File: src/rtl/dmux_rr_scheduler_pkg.sv
// Shared definitions for the round-robin selector scheduler.
// Default sizes and FSM state encoding.
package dmux_sched_pkg;

  localparam int N_DEF     = 8;
  localparam int SEL_W_DEF = 3;

  typedef enum logic {
    IDLE  = 1'b0,
    GRANT = 1'b1
  } sched_state_e;

endpackage

File: src/rtl/dmux_rr_scheduler_rr_pick.sv
// Rotating priority encoder: first set request at or after start,
// wrapping modulo N.
module rr_pick
  import dmux_sched_pkg::*;
#(
  parameter int N     = N_DEF,
  parameter int SEL_W = SEL_W_DEF
) (
  input  logic [N-1:0]     req,
  input  logic [SEL_W-1:0] start,
  output logic             any,
  output logic [SEL_W-1:0] idx
);

  logic [SEL_W-1:0] pos;

  // Scan from the far end so the nearest hit is written last.
  always_comb begin
    any = 1'b0;
    idx = start;
    pos = start;
    for (int i = N - 1; i >= 0; i--) begin
      pos = start + SEL_W'(i);
      if (req[pos]) begin
        any = 1'b1;
        idx = pos;
      end
    end
  end

endmodule

File: src/rtl/dmux_rr_scheduler.sv
// Round-robin owner of the 8:1 selector sel input with
// per-grant hold quota and forced-release pulse.
module dmux_rr_scheduler
  import dmux_sched_pkg::*;
#(
  parameter int N        = N_DEF,
  parameter int SEL_W    = SEL_W_DEF,
  parameter int MAX_HOLD = 4
) (
  input  logic             clk,
  input  logic             rst_n,
  input  logic             en,
  input  logic [N-1:0]     req,
  input  logic             done,
  output logic [SEL_W-1:0] sel,
  output logic [N-1:0]     gnt,
  output logic             gnt_valid,
  output logic             preempt
);

  localparam int HW = $clog2(MAX_HOLD + 1);

  sched_state_e state, state_nxt;

  logic [SEL_W-1:0] ptr, ptr_nxt;
  logic [SEL_W-1:0] sel_nxt, start, idx;
  logic [N-1:0]     req_eff, gnt_nxt;
  logic [HW-1:0]    hold, hold_nxt;
  logic             any, hit_max, rel;
  logic             valid_nxt, pre_nxt;

  assign hit_max = (hold == HW'(MAX_HOLD - 1));
  assign rel = (state == GRANT)
             && (done || !req[sel] || hit_max);

  // Same encoder serves idle arbitration and release handoff.
  assign start = (state == GRANT) ? sel + SEL_W'(1) : ptr;
  assign req_eff = (state == GRANT && done)
                 ? req & ~(N'(1) << sel) : req;

  rr_pick #(
    .N     (N),
    .SEL_W (SEL_W)
  ) u_pick (
    .req   (req_eff),
    .start (start),
    .any   (any),
    .idx   (idx)
  );

  always_comb begin
    state_nxt = state;
    unique case (state)
      IDLE:  if (en && any) state_nxt = GRANT;
      GRANT: if (rel && !(en && any)) state_nxt = IDLE;
      default: state_nxt = IDLE;
    endcase
  end

  always_comb begin
    sel_nxt   = sel;
    valid_nxt = gnt_valid;
    hold_nxt  = hold;
    ptr_nxt   = ptr;
    pre_nxt   = 1'b0;
    unique case (state)
      IDLE: begin
        if (en && any) begin
          sel_nxt   = idx;
          valid_nxt = 1'b1;
          hold_nxt  = '0;
        end
      end
      GRANT: begin
        if (rel) begin
          ptr_nxt  = sel + SEL_W'(1);
          pre_nxt  = hit_max && !done && req[sel];
          hold_nxt = '0;
          if (en && any) begin
            sel_nxt   = idx;
            valid_nxt = 1'b1;
          end else begin
            valid_nxt = 1'b0;
          end
        end else begin
          hold_nxt = hold + HW'(1);
        end
      end
      default: valid_nxt = 1'b0;
    endcase
    gnt_nxt = valid_nxt ? (N'(1) << sel_nxt) : '0;
  end

  always_ff @(posedge clk) begin
    if (!rst_n) begin
      state     <= IDLE;
      ptr       <= '0;
      hold      <= '0;
      sel       <= '0;
      gnt       <= '0;
      gnt_valid <= 1'b0;
      preempt   <= 1'b0;
    end else begin
      state     <= state_nxt;
      ptr       <= ptr_nxt;
      hold      <= hold_nxt;
      sel       <= sel_nxt;
      gnt       <= gnt_nxt;
      gnt_valid <= valid_nxt;
      preempt   <= pre_nxt;
    end
  end

endmodule
File: config.mk
export PLATFORM = sky130hd
export DESIGN_NAME = dmux_rr_scheduler
export DESIGN_NICKNAME = d
export VERILOG_FILES = /design/src/rtl/dmux_rr_scheduler_pkg.sv /design/src/rtl/dmux_rr_scheduler_rr_pick.sv /design/src/rtl/dmux_rr_scheduler.sv
export SDC_FILE = /design/constraint.sdc
export NUM_CORES = 1
export LEC_CHECK = 0
export ABC_AREA = 1
export CAP_MARGIN = 20
export CORE_ASPECT_RATIO = 1.1
export CORE_UTILIZATION = 35
export DETAILED_ROUTE_END_ITERATION = 6
export PLACE_DENSITY = 0.65
export SLEW_MARGIN = 20
export SYNTH_ARGS = -nofsm -noshare
export SYNTH_HDL_FRONTEND = slang
export SYNTH_HIERARCHICAL = 1
export SYNTH_SLANG_ARGS = --single-unit
File: constraint.sdc
create_clock -name clk -period 2.8 [get_ports clk]
set_clock_uncertainty 0.1 [all_clocks]
set_input_delay 0.56 -clock clk [delete_from_list [all_inputs] [get_ports clk]]
set_output_delay 0.56 -clock clk [all_outputs]
set_load 0.05 [all_outputs]
# Word-level counts from Yosys, hierarchy flattened
# Index checks and enable logic that the tools add are counted.
[word_totals] regBits=20 input_bits=12 output_inout_bits=13
[op_classes] addsub=9 n_lt_le_gt_ge=9 n_eq_ne=2 n_shift=2 muxes=48 bitwise=3 n_reduce_logical=14
[ops] operator="$mux W3" n=13
[ops] operator="$lt A3 B4 Y1 const B" n=9
[ops] operator="$bmux W1 S3" n=9
[ops] operator="$mux W1" n=21
[ops] operator="$shl A1 B3 Y8 const A" n=2
[ops] operator="$add A3 B3 Y3 const B" n=4
[ops] operator="$pmux W3 S2" n=2
[ops] operator="$add A3 B1 Y3 const B" n=3
[ops] operator="$and A8 B8 Y8" n=1
[ops] operator="$mux W8" n=1
[ops] operator="$not A8 Y8" n=1
[ops] operator="$add A3 B2 Y3 const B" n=2
[ops] operator="$logic_and A1 B1 Y1" n=6
[ops] operator="$pmux W1 S2" n=2
[ops] operator="$reduce_and A2 Y1" n=2
[ops] operator="$eq A3 B2 Y1 const B" n=1
[ops] operator="$logic_not A1 Y1" n=3
[ops] operator="$reduce_and A3 Y1" n=1
[ops] operator="$logic_or A1 B1 Y1" n=2
[ops] operator="$ne A2 B2 Y1 const B" n=1
[ops] operator="$not A1 Y1" n=1

# Logic depth before layout (Yosys ltp)
[logic_depth] word_depth=19 mapped_depth=25 depth_no_buf=23

# Modules after synthesis
# The synthesis kept the hierarchy.
[by_module_without_submodules] mod="dmux_rr_scheduler" instances=1 cells_each=148 area_each_um2=1069.8 seq_area_each_um2=400.4
[by_module_without_submodules] mod="rr_pick" instances=1 cells_each=126 area_each_um2=686.9 seq_area_each_um2=0.0

# Least setup slack after synthesis
# No wires, ideal clock.
[synth_timing] path_kind="register -> register" start="register sel[1]" end="register gnt[4]" arrival_time_ps=3289 required_time_ps=2636 slack_ps=-653 path_stages_with_launch=23 period_less_slack_ps=3453 path_cell_list="dfxtp_1 -> inv_1 -> ha_1 -> nand2_1 -> o21ai_0 -> buf_6 -> inv_4 -> ha_1 -> inv_2 -> nand3_1 -> nand3_2 -> nand2_2 -> inv_2 -> nand3_2 -> nor3_1 -> nand4_1 -> nand2_1 -> inv_1 -> nand2_4 -> nand2_1 -> nand2_1 -> nand3_2 -> nor2_1"
[synth_lines] item="start: declaration" line="dmux_rr_scheduler.sv:15" rtl="output logic [SEL_W-1:0] sel,"
[synth_lines] item="start signal: assignment" line="dmux_rr_scheduler.sv:107" rtl="sel <= sel_nxt;"
[synth_lines] item="$add A3 B1 Y3 *" line="dmux_rr_scheduler.sv:37" rtl="assign start = (state == GRANT) ? sel + SEL_W'(1) : ptr;"
[synth_lines] item="$mux W3 *" line="dmux_rr_scheduler.sv:37"
[synth_lines] item="named net start[1]" line="dmux_rr_scheduler.sv:26" rtl="logic [SEL_W-1:0] sel_nxt, start, idx;"
[synth_lines] item="$add A3 B3 Y3" line="dmux_rr_scheduler_rr_pick.sv:23" rtl="pos = start + SEL_W'(i);"
[synth_lines] item="$bmux W1 S3" line="dmux_rr_scheduler_rr_pick.sv:24" rtl="if (req[pos]) begin"
[synth_lines] item="$mux W1 (implied by the code)" line="dmux_rr_scheduler_rr_pick.sv:24"
[synth_lines] item="$mux W1 (7 in a row)" line="dmux_rr_scheduler_rr_pick.sv:24"
[synth_lines] item="$mux W1 *" line="dmux_rr_scheduler_rr_pick.sv:24"
[synth_lines] item="named net any" line="dmux_rr_scheduler.sv:29" rtl="logic any, hit_max, rel;"
[synth_lines] item="$logic_and A1 B1 Y1 *" line="dmux_rr_scheduler.sv:68, dmux_rr_scheduler.sv:79"
[synth_lines] item="$mux W3 or $mux W1 (tied branches)" line="dmux_rr_scheduler.sv:68, dmux_rr_scheduler.sv:79"
[synth_lines] item="$mux W3 or $mux W1 (tied branches)" line="dmux_rr_scheduler.sv:75" rtl="if (rel) begin"
[synth_lines] item="$pmux W3 S2 or $pmux W1 S2 (tied branches)" line="dmux_rr_scheduler.sv:66" rtl="unique case (state)"
[synth_lines] item="$shl A1 B3 Y8 or $reduce_and A2 Y1 (tied branches)"
[synth_lines] item="end signal: assignment" line="dmux_rr_scheduler.sv:108" rtl="gnt <= gnt_nxt;"
[synth_lines] item="end: declaration" line="dmux_rr_scheduler.sv:16" rtl="output logic [N-1:0] gnt,"
# Mark *: on every way through the listed nets, which the timed path passes. The rest lies on a longest branch. The select of a mux whose other input is x is not followed.
# A chain may end at the register's enable or synchronous reset.

# Worst setup path after layout
[layout_timing] start="register sel[0]" end="register gnt[0]"
[layout_lines] item="$add A3 B1 Y3 *" line="dmux_rr_scheduler.sv:37"
[layout_lines] item="$mux W3 *" line="dmux_rr_scheduler.sv:37"
[layout_lines] item="named net start[1]" line="dmux_rr_scheduler.sv:26"
[layout_lines] item="$add A3 B3 Y3" line="dmux_rr_scheduler_rr_pick.sv:23"
[layout_lines] item="$bmux W1 S3" line="dmux_rr_scheduler_rr_pick.sv:24"
[layout_lines] item="$mux W1 (implied by the code)" line="dmux_rr_scheduler_rr_pick.sv:24"
[layout_lines] item="$mux W3 (7 in a row)" line="dmux_rr_scheduler_rr_pick.sv:24"
[layout_lines] item="$mux W3 *" line="dmux_rr_scheduler_rr_pick.sv:24"
[layout_lines] item="named net idx[2]" line="dmux_rr_scheduler.sv:26"
[layout_lines] item="$mux W3 *" line="dmux_rr_scheduler.sv:68, dmux_rr_scheduler.sv:79"
[layout_lines] item="$mux W3" line="dmux_rr_scheduler.sv:75"
[layout_lines] item="$pmux W3 S2 *" line="dmux_rr_scheduler.sv:66"
[layout_lines] item="$shl A1 B3 Y8 *" line="dmux_rr_scheduler.sv:91" rtl="gnt_nxt = valid_nxt ? (N'(1) << sel_nxt) : '0;"
# Marked as above.

==> metrics.cfg <==
[worst_setup_path]
crit_path_start = sel[0]
criticalPathCategory = flop to flop
crit_end = gnt[0]
path_buf_inv = 5
cp_data_arrival_time_ns = 2.88
crit_path_max_incr_delay_ns = 0.40
crit_family = simple AND/OR/NAND/NOR gates
rrSetupSlack_ns = 0.02
r2r_end = gnt[0]
r2r.worst_path.cells = 23
cpMaxStageDelayCell = dfxtp_4
crit_cells = 23
r2r_start = sel[0]
cp_max_fo = 6
worstPathRequired_ns = 2.91
startpoint_type = flop
critPathCaptureType = flop
path_cells = inv_6 > ha_4 > nand2_2 > o21ai_4 > inv_8 > ha_4 > inv_8 > nand3_4 > nand3_4 > buf_4 > nand3_1 > nand3_1 > nand3_1 > nand2_1 > nand2_1 > nand2_1 > nand2_1 > nand2_2 > inv_1 > nand3_1 > nand2_2 > nand3_4 > nor2_2

[synthesis]
synth_fa_ha_area_share_pct = 7.123
ys.warnings.count = 6
syn-num-nets = 296
synth_edf_count = 0
synthMuxAreaShare_pct = 0
yosysUniqueCellTypes = 28
synth_xor_area_share_pct = 2.849
synth-compound-area-share_pct = 9.259
synthesis.area_um2 = 1757
yosysSeqAreaShare_pct = 22.79
synth-simple-area-share_pct = 46.30
synth.ff_latch_count = 20
syn_avg_cell_area_um2 = 6.411
netlist_instances = 274
ys.flop_type = dfxtp_1
synth_top_family_by_area = simple AND/OR/NAND/NOR gates
synthArstFlopShare_pct = 0

[place]
placed_cell_area_um2 = 2415
post-dp-hpwl_um = 3794
place_congestion = 0.8574
dp.cells = 391
portBuffers = 24

[floorplanning]
initial_core_util_pct = 36.99
die_h_um = 76.31
boundaryPins = 25
rows = 26
die-area_um2 = 5307
core_area_um2 = 4750
die_x_um = 69.55

[clock_network]
cts.path.max_buffers = 2
cts_tree = built
clock-sinks = 20
clk_pin_slew_ns = 0.07
htree_levels = 1
insertion_delay_ns = 0.26
cts_buffers = 3
hold_buffers = 0
clockRootBuffer = clkbuf_8

[layout]
drive_gt1_share_pct = 35.86
layout_common_cells = nand2_1 (76), buf_4 (45), nand3_1 (33)
fill_cells = 439
diodes = 0
final_common_cell = nand2_1
area_growth_pct = 52.56
finalInstanceArea_um2 = 2680
finalNonFillerCells = 399
nets = 366
postLayoutCoreUtil_pct = 56.43

[drt]
dr_total_vias = 1960
via_per_inst = 4.912
initialDrtViolationCount = 92
dr.pass1.iters = 4
drc = 0
wirelength_um = 4819
ant_nets = 0
wl_per_cell_um = 12.08

[global_route]
grt_overflow = 0
grt_start_max_net_pins = 13
grt_pass1_wl_um = 8273
first_global_vias = 1928
grt_use_total_pct = 18.85
grt_antenna_before_repair = 0

[run]
max-cap-violations = 0

[sta]
max_freq_mhz = 360.3
setup_viol = 0
holdWs_ns = 0.3729
post-route-period-util_pct = 99.11
drv_slew = 0
finalCriticalPeriod_ns = 2.775
tightest_slew_ns = 0.4958
max_slew_margin_pct = 66.84
rsz0062_at_grt = yes
hold_viol_final = 0

[hold_path]
min_path_type = flop to flop

[power]
ir_drop_mv = 0.5410
powerDensity_nw_per_um2 = 804.6
total_power_mw = 2.156
p_leak_nw = 1.274

[outcome]
status = complete, no violations

[flip-flops by register name, summed over array words and instances, names as in the netlist]
| name | flops |
|---|---|
| gnt | 8 |
| preempt | 1 |
| gnt_valid | 1 |
| sel | 3 |
| state | 1 |
| hold | 3 |
| ptr | 3 |
[where the power goes]
group,total [mW],switching (mW),internal [mW]
clock,0.285,0.0943,0.191
sequential,0.343,0.0246,0.319
combinational,1.53,0.887,0.641
total,2.16,1.01,1.15
[how the worst min path moves through the flow]
stage / from / endpoint / slack [ns] / cells past startpoint
floorplan: hold[0] / hold[0] / 0.35 / 2
global placement: ptr[1] / ptr[1] / 0.36 / 2
detailed placement: hold[1] / hold[1] / 0.36 / 2
CTS: hold[1] / hold[1] / 0.38 / 2
global route: hold[1] / hold[1] / 0.40 / 2
finish: hold[1] / hold[1] / 0.37 / 2
[layout make-up]
cell class                 count  area, µm²  share of cell area [%]
inverter                      38      175.2                   6.536
clock buffer                   3      41.29                   1.541
clock inverter                 1      30.03                   1.120
sequential                    20      412.9                   15.41
timing repair buffer          70      589.3                   21.99
tap                           56      70.07                   2.614
multi-input combinational    211       1361                   50.79
[synthesized netlist by cell type, types with 2 or more instances]
library cell | instances | area share, %
inv_1 | 30 | 6.4
a31oi_1 | 8 | 2.8
buf_6 | 4 | 2.6
ha_1 | 10 | 7.1
nand3_2 | 11 | 6.3
nand2_2 | 10 | 3.6
inv_2 | 5 | 1.1
inv_4 | 2 | 0.71
a21oi_1 | 12 | 3.4
nor2_1 | 13 | 2.8
nand2_1 | 87 | 19
nand3b_1 | 2 | 0.85
nand3_1 | 40 | 11
dfxtp_1 | 20 | 23
o21ai_0 | 7 | 2.0
[repair_timing]
action,4_1_cts,5_1_grt
pin swaps,4,18
setup buffers,1,3
resized for setup,13,28
gates cloned,0,0
setup endpoints to repair,14,14
[metal layers]
metal,vias to the layer above,routed length (µm),track usage [%]
met5,-,0,0
met4,0,81,6.939
met3,8,140,1.720
met2,33,2523,34.17
met1,893,2072,22.81
li1,1026,-,-
[worst register-to-register path: cells and delay by family (launching register included)]
family                   cells  cell delay (ns)
AO/OA/AOI/OAI                1             0.10
flip-flops                   1             0.40
adder cells (fa/ha/maj)      2             0.61
buffers and inverters        5             0.36
AND/OR/NAND/NOR             15             1.13
[metrics by stage]
stage / setup slack (ns) / setup TNS (ns)
global placement: -0.3515 / -3.854
global route: -0.2152 / -1.928
finish: 0.02481 / 0
CTS: 0.009657 / 0
floorplan: -0.04700 / -0.3585
detailed placement: -0.3817 / -4.607
[logic make-up after synthesis]
group           after synthesis
compound gates               29
fa+ha+maj                    10
xor+xnor                      4
buf+inv                      43
flops                        20
simple gates                168
(Power assumes the default switching activity.)
